<file path="src/rtl/mult_div_pkg.sv">
// Shared encodings for the multiply/divide unit: mdu_op codes and FSM state codes.
package mult_div_pkg;

  typedef enum logic [1:0] {
    OP_MULT  = 2'b00,
    OP_MULTU = 2'b01,
    OP_DIV   = 2'b10,
    OP_DIVU  = 2'b11
  } mdu_op_e;

  typedef enum logic [1:0] {
    S_IDLE = 2'b00,
    S_CALC = 2'b01,
    S_DONE = 2'b10
  } mdu_state_e;

  function automatic logic op_is_div(input logic [1:0] op);
    return op[1];
  endfunction

  function automatic logic op_is_signed(input logic [1:0] op);
    return ~op[0];
  endfunction

endpackage

</file>
<file path="src/rtl/mult_div_div_core.sv">
// One restoring-division step on unsigned magnitudes: shift {rem,quo} left, trial-subtract divisor.
module div_core #(
  parameter int DATA_W = 32
) (
  input  logic [DATA_W-1:0] rem,
  input  logic [DATA_W-1:0] quo,
  input  logic [DATA_W-1:0] divisor,
  output logic [DATA_W-1:0] rem_nxt,
  output logic [DATA_W-1:0] quo_nxt
);

  logic [DATA_W:0] trial;

  // rem < divisor always, so the shifted value fits DATA_W+1 bits and the MSB is the borrow
  assign trial = {rem, quo[DATA_W-1]} - {1'b0, divisor};

  always_comb begin
    rem_nxt = {rem[DATA_W-2:0], quo[DATA_W-1]};
    quo_nxt = {quo[DATA_W-2:0], 1'b0};
    if (!trial[DATA_W]) begin
      rem_nxt = trial[DATA_W-1:0];
      quo_nxt = {quo[DATA_W-2:0], 1'b1};
    end
  end

endmodule

</file>
<file path="src/rtl/mult_div.sv">
// Iterative MULT/MULTU/DIV/DIVU unit, one radix-2 step per cycle on operand magnitudes.
// Define MDU_FAST_MULT_EN to complete multiplies in a single cycle with a combinational multiplier.
module mult_div
  import mult_div_pkg::*;
#(
  parameter int DATA_W = 32
) (
  input  logic              clk,
  input  logic              rst_n,
  input  logic              start,
  input  logic [1:0]        mdu_op,
  input  logic [DATA_W-1:0] operand_1,
  input  logic [DATA_W-1:0] operand_2,
  input  logic              flush,
  output logic              busy,
  output logic              done,
  output logic [DATA_W-1:0] hi,
  output logic [DATA_W-1:0] lo
);

  localparam int CNT_W = $clog2(DATA_W);

  mdu_state_e        state, state_nxt;
  logic [CNT_W-1:0]  cnt;
  logic [DATA_W-1:0] opb_q, acc_hi, acc_lo;
  logic              div_q, neg_res, neg_rem;
  logic              in_div, in_sgn, a_neg, b_neg, div_zero, fast_mul, accept, last;
  logic [DATA_W-1:0] a_mag, b_mag;
  logic [DATA_W:0]   mul_sum;
  logic [DATA_W-1:0] div_rem, div_quo, step_hi, step_lo, res_hi, res_lo;
  logic [2*DATA_W-1:0] prod_fix;

  assign in_div   = op_is_div(mdu_op);
  assign in_sgn   = op_is_signed(mdu_op);
  assign a_neg    = in_sgn & operand_1[DATA_W-1];
  assign b_neg    = in_sgn & operand_2[DATA_W-1];
  assign a_mag    = a_neg ? -operand_1 : operand_1;
  assign b_mag    = b_neg ? -operand_2 : operand_2;
  assign div_zero = in_div && (operand_2 == '0);
  assign accept   = (state == S_IDLE) && start && !flush;
  assign last     = (cnt == CNT_W'(DATA_W - 1));

`ifdef MDU_FAST_MULT_EN
  logic [2*DATA_W-1:0] fast_prod, fast_fix;
  assign fast_mul  = !in_div;
  assign fast_prod = {{DATA_W{1'b0}}, a_mag} * {{DATA_W{1'b0}}, b_mag};
  assign fast_fix  = (a_neg ^ b_neg) ? -fast_prod : fast_prod;
`else
  assign fast_mul = 1'b0;
`endif

  // Multiply: acc_lo holds the shrinking multiplier; divide: acc_lo holds dividend bits turning into quotient
  assign mul_sum = {1'b0, acc_hi} + {1'b0, (acc_lo[0] ? opb_q : '0)};

  div_core #(.DATA_W(DATA_W)) u_div_core (
    .rem     (acc_hi),
    .quo     (acc_lo),
    .divisor (opb_q),
    .rem_nxt (div_rem),
    .quo_nxt (div_quo)
  );

  always_comb begin
    step_hi  = div_q ? div_rem : mul_sum[DATA_W:1];
    step_lo  = div_q ? div_quo : {mul_sum[0], acc_lo[DATA_W-1:1]};
    prod_fix = neg_res ? -{step_hi, step_lo} : {step_hi, step_lo};
    res_hi   = prod_fix[2*DATA_W-1:DATA_W];
    res_lo   = prod_fix[DATA_W-1:0];
    if (div_q) begin
      res_hi = neg_rem ? -step_hi : step_hi;
      res_lo = neg_res ? -step_lo : step_lo;
    end
  end

  always_ff @(posedge clk or negedge rst_n) begin
    if (!rst_n) state <= S_IDLE;
    else        state <= state_nxt;
  end

  always_comb begin
    state_nxt = state;
    case (state)
      S_IDLE:  if (accept) state_nxt = (div_zero || fast_mul) ? S_DONE : S_CALC;
      S_CALC:  if (flush) state_nxt = S_IDLE;
               else if (last) state_nxt = S_DONE;
      S_DONE:  state_nxt = S_IDLE;
      default: state_nxt = S_IDLE;
    endcase
  end

  always_ff @(posedge clk or negedge rst_n) begin
    if (!rst_n) begin
      cnt     <= '0;
      opb_q   <= '0;
      acc_hi  <= '0;
      acc_lo  <= '0;
      div_q   <= 1'b0;
      neg_res <= 1'b0;
      neg_rem <= 1'b0;
      hi      <= '0;
      lo      <= '0;
    end else if (accept) begin
      cnt     <= '0;
      opb_q   <= b_mag;
      acc_hi  <= '0;
      acc_lo  <= a_mag;
      div_q   <= in_div;
      neg_res <= a_neg ^ b_neg;
      neg_rem <= a_neg;
      if (div_zero) begin
        hi <= operand_1;
        lo <= '1;
      end
`ifdef MDU_FAST_MULT_EN
      else if (fast_mul) begin
        hi <= fast_fix[2*DATA_W-1:DATA_W];
        lo <= fast_fix[DATA_W-1:0];
      end
`endif
    end else if (state == S_CALC && !flush) begin
      acc_hi <= step_hi;
      acc_lo <= step_lo;
      cnt    <= cnt + CNT_W'(1);
      if (last) begin
        hi <= res_hi;
        lo <= res_lo;
      end
    end
  end

  assign busy = (state == S_CALC);
  // A flush landing in the DONE cycle cancels the pulse seen by EX
  assign done = (state == S_DONE) && !flush;

endmodule

</file>
<file path="config.mk">
export PLATFORM = sky130hd
export DESIGN_NAME = mult_div
export DESIGN_NICKNAME = d
export VERILOG_FILES = /design/src/rtl/mult_div_pkg.sv /design/src/rtl/mult_div_div_core.sv /design/src/rtl/mult_div.sv
export SDC_FILE = /design/constraint.sdc
export NUM_CORES = 1
export LEC_CHECK = 0
export BUFFER_PORTS_ARGS = -buffer_cell sky130_fd_sc_hd__buf_2
export CAP_MARGIN = 40
export CORE_UTILIZATION = 40
export DETAILED_ROUTE_END_ITERATION = 12
export PLACE_DENSITY = 0.65
export SLEW_MARGIN = 30
export SYNTH_ARGS = -nofsm -noshare
export SYNTH_HDL_FRONTEND = slang
export SYNTH_SLANG_ARGS = --single-unit
</file>
<file path="constraint.sdc">
create_clock -name clk -period 7.3 [get_ports clk]
set_input_delay 0.73 -clock clk [delete_from_list [all_inputs] [get_ports clk]]
set_output_delay 0.73 -clock clk [all_outputs]
set_load 0.02 [all_outputs]
</file>
==> impl_metrics.env <==
export IMPL_critical_path_startpoint_type="register"
export IMPL_critPathMaxFanout=8
export IMPL_synth_top_family_by_area="compound AO/OA/AOI/OAI gates"
export IMPL_ctsLongestPathBuffers=2
export IMPL_std_cell_rows=71
export IMPL_grt_pass1_wl_um=82990
export IMPL_cts_root_buffer_cell="clkbuf_16"
export IMPL_dp_slack_ns=1.541
export IMPL_synthesis_area_um2=15310
export IMPL_min_delay_path_class="input pin to async pin"
export IMPL_unrepaired_setup_endpoints_after_global_routing="no"
export IMPL_flow_area_growth_from_synthesis_pct=11.42
export IMPL_numClockSinks=170
export IMPL_drive_gt1_frac=0.1225
export IMPL_status="finished clean"
export IMPL_postSynthNetCount=2103
export IMPL_chip_height_um=197.6
export IMPL_post_synth_cell_area_avg_um2=7.806
export IMPL_yosys_warnings=0
export IMPL_synth_compound_area_share=0.2715
export IMPL_initial_utilization=0.4064
export IMPL_grt_total_usage=0.2742
export IMPL_maximum_number_of_pins_on_one_net_before_global_route_repair=88
export IMPL_post_synth_main_area_contributors="dfrtp_1 (28%), nand2_1 (6.0%), xnor2_1 (6.0%), o21ai_0 (6.0%), ha_1 (5.7%)"
export IMPL_synth_area_mux_share=0.02779
export IMPL_source_to_sink_clock_delay_at_the_later_pin_of_the_worst_skew_pair_ns=0.47
export IMPL_fp_dieArea_um2=39050
export IMPL_ys_dominant_reg_cell="dfrtp_1"
export IMPL_die_w_um=197.6
export IMPL_count_of_inserted_antenna_diode_cells=0
export IMPL_ioPinCount=136
export IMPL_slew_limit_headroom=0.3774
export IMPL_clock_skew_ns=0.01591
export IMPL_criticalPathCategory="register to register"
export IMPL_routed_via_count=15410
export IMPL_firstDrtPassIters=6
export IMPL_portBuffers=135
export IMPL_layout_worst_path_cycle_share=0.8137
export IMPL_finalNetCount=2178
export IMPL_htreeDepth=4
export IMPL_clk_pin_slew_ns=0.08
export IMPL_cts_inserted_buffers=17
export IMPL_final_setup_worst_slack_ns=1.360
export IMPL_core_area_um2=37670
export IMPL_fin_tns_setup_ns=0
export IMPL_grt_remaining_overflow=0
export IMPL_fin_hold_ws_ns=0.1893
export IMPL_rrSetupSlack_ns=1.36
export IMPL_synthXorXnorAreaFrac=0.09441
export IMPL_worst_endpoint_arrival_ns=6.26
export IMPL_drt_antenna_violating_nets=0
export IMPL_synth_unique_cells=96
export IMPL_gp_congestion=0.9932
export IMPL_avgViaCountPerCell=6.020
export IMPL_post_synth_most_frequent_cells="nand2_1 (246), o21ai_0 (183), dfrtp_1 (170)"
export IMPL_dpl_hpwl_um=40930
export IMPL_tightestPinTransition_ns=0.9241
export IMPL_finalCriticalPeriod_ns=5.940
export IMPL_setup_viol=0
export IMPL_avgRoutedWirePerCell_um=20.79
export IMPL_tritoncts="yes"
export IMPL_ys_seq_elements=170
export IMPL_synth_top_cell_by_area="dfrtp_1"
export IMPL_yosys_area_share_adder=0.05983
export IMPL_timing_max_transition_violations_final=0
export IMPL_power_leakage_nw=7.404
export IMPL_detail_route_wirelength_um=53230
export IMPL_finalHoldViolCount=0
export IMPL_first_global_vias=14360
export IMPL_post_cts_setup_buffers=0
export IMPL_max_vdd_ir_drop_uv=227.8
export IMPL_number_of_max_capacitance_violations_reported=0
export IMPL_synth_simple_gate_area_frac=0.2213
export IMPL_cts_resized=0
export IMPL_timing_fmax_ghz=0.1684
export IMPL_initial_antenna_violation_count=0
export IMPL_postCtsHoldBufs=0
export IMPL_syn_inst=1961
export IMPL_drt_first_iter_violations=1490
export IMPL_synth_seq_area_share=0.2779
export IMPL_number_of_flops_mapped_to_enable_cells_by_yosys=0
export IMPL_post_synth_top_area_fraction=0.2779
export IMPL_ys_async_sr_fraction=1.000
export IMPL_post_synth_top_count_cell="nand2_1"
export IMPL_endpoint_kind="register"
export IMPL_critical_path_required_ns=7.62
export IMPL_drcViolationCount=0
export IMPL_power_density_nw_per_um2=410.5
[where the power goes]
group	total [W]	internal (W)	switching (W)
sequential	0.00142	0.00112	0.000296
combinational	0.00467	0.00170	0.00297
clock	0.000914	0.000475	0.000438
total	0.00700	0.00329	0.00371
[layer usage]
| metal | share of wire | track usage | up-vias | wire length (um) |
|---|---|---|---|---|
| li1 | - | - | 7256 | - |
| met1 | 0.46 | 0.3833 | 7456 | 24280 |
| met2 | 0.45 | 0.4322 | 607 | 24180 |
| met3 | 0.062 | 0.03773 | 91 | 3318 |
| met4 | 0.027 | 0.09274 | 0 | 1455 |
| met5 | 0 | 0 | - | 0 |
[cell type report]
cell class | instances | area (um2)
tap | 511 | 639.4
fill | 3860 | 20610
sequential | 170 | 4258
timing repair buffer | 162 | 988.4
clock inverter | 11 | 110.1
multi-input combinational | 1619 | 10370
inverter | 66 | 247.7
clock buffer | 21 | 440.4
[cell usage in the layout, fill, tap and decap left out, types with 14 or more instances in the layout]
master	n
a211oi_1	20
xnor2_1	105
a21oi_1	165
nand2b_1	15
nor2_1	163
ha_1	70
a31oi_1	28
a22o_1	14
nor3_1	57
buf_4	17
and2_1	45
nand3_1	32
or3_1	20
o21ai_0	183
dfrtp_1	169
o211ai_1	45
o21a_1	15
clkbuf_16	17
inv_1	65
nand2_1	246
mux2i_1	38
buf_2	134
o31ai_1	16
xor2_1	60
a21o_1	27
nand4_1	23
[metrics by stage]
stage	std cells	power, W	utilization	instance area [um2]
3_3_place_gp	2517	0.005926	0.4328	16300
4_1_cts	2557	0.006913	0.4514	17000
2_1_floorplan	1961	0.004714	-	15310
5_1_grt	2560	0.007472	0.4528	17060
6_report	2560	0.007002	0.4528	17060
3_5_place_dp	2525	0.005973	0.4368	16450
[worst max-delay path, cell delays in order, from the launching register on]
cell      delay (ns)
dfrtp_1         0.48
inv_1           0.09
ha_1            0.16
inv_1           0.05
fa_1            0.42
a211oi_2        0.27
nor3_2          0.15
o31a_1          0.36
o21ai_4         0.31
nand3_4         0.17
nand2_1         0.13
nor2_1          0.17
a21oi_1         0.32
ha_1            0.26
nand3_1         0.12
nor4_2          0.58
nand4_1         0.30
nor2_1          0.30
nor2_1          0.11
or4_4           0.53
o31ai_2         0.23
xnor2_1         0.16
a21oi_1         0.09
[registers in the layout, summed over array words and instances, names as in the netlist]
register  flops
cnt           5
acc_lo       32
acc_hi       32
neg_res       1
hi           32
lo           32
div_q         1
state         2
opb_q        32
neg_rem       1
[worst paths after layout]
check / startpoint / to / cells past startpoint
setup / recovery: acc_lo[31] / hi[28] / 22
hold / removal: rst_n / lo[10] / 1
setup reg to reg: acc_lo[31] / hi[28] / 22
hold reg to reg: hi[18] / hi[18] / 2
max in group asynchronous: rst_n / div_q / 2
min in group clk: hi[18] / hi[18] / 2
[logic make-up after synthesis]
kind of cell	count (synthesis)
compound gates	643
xor+xnor	165
fa+ha+maj	72
buf+inv	172
flops	170
mux	42
simple gates	697
Note: power is estimated with default switching activity, not from simulation.
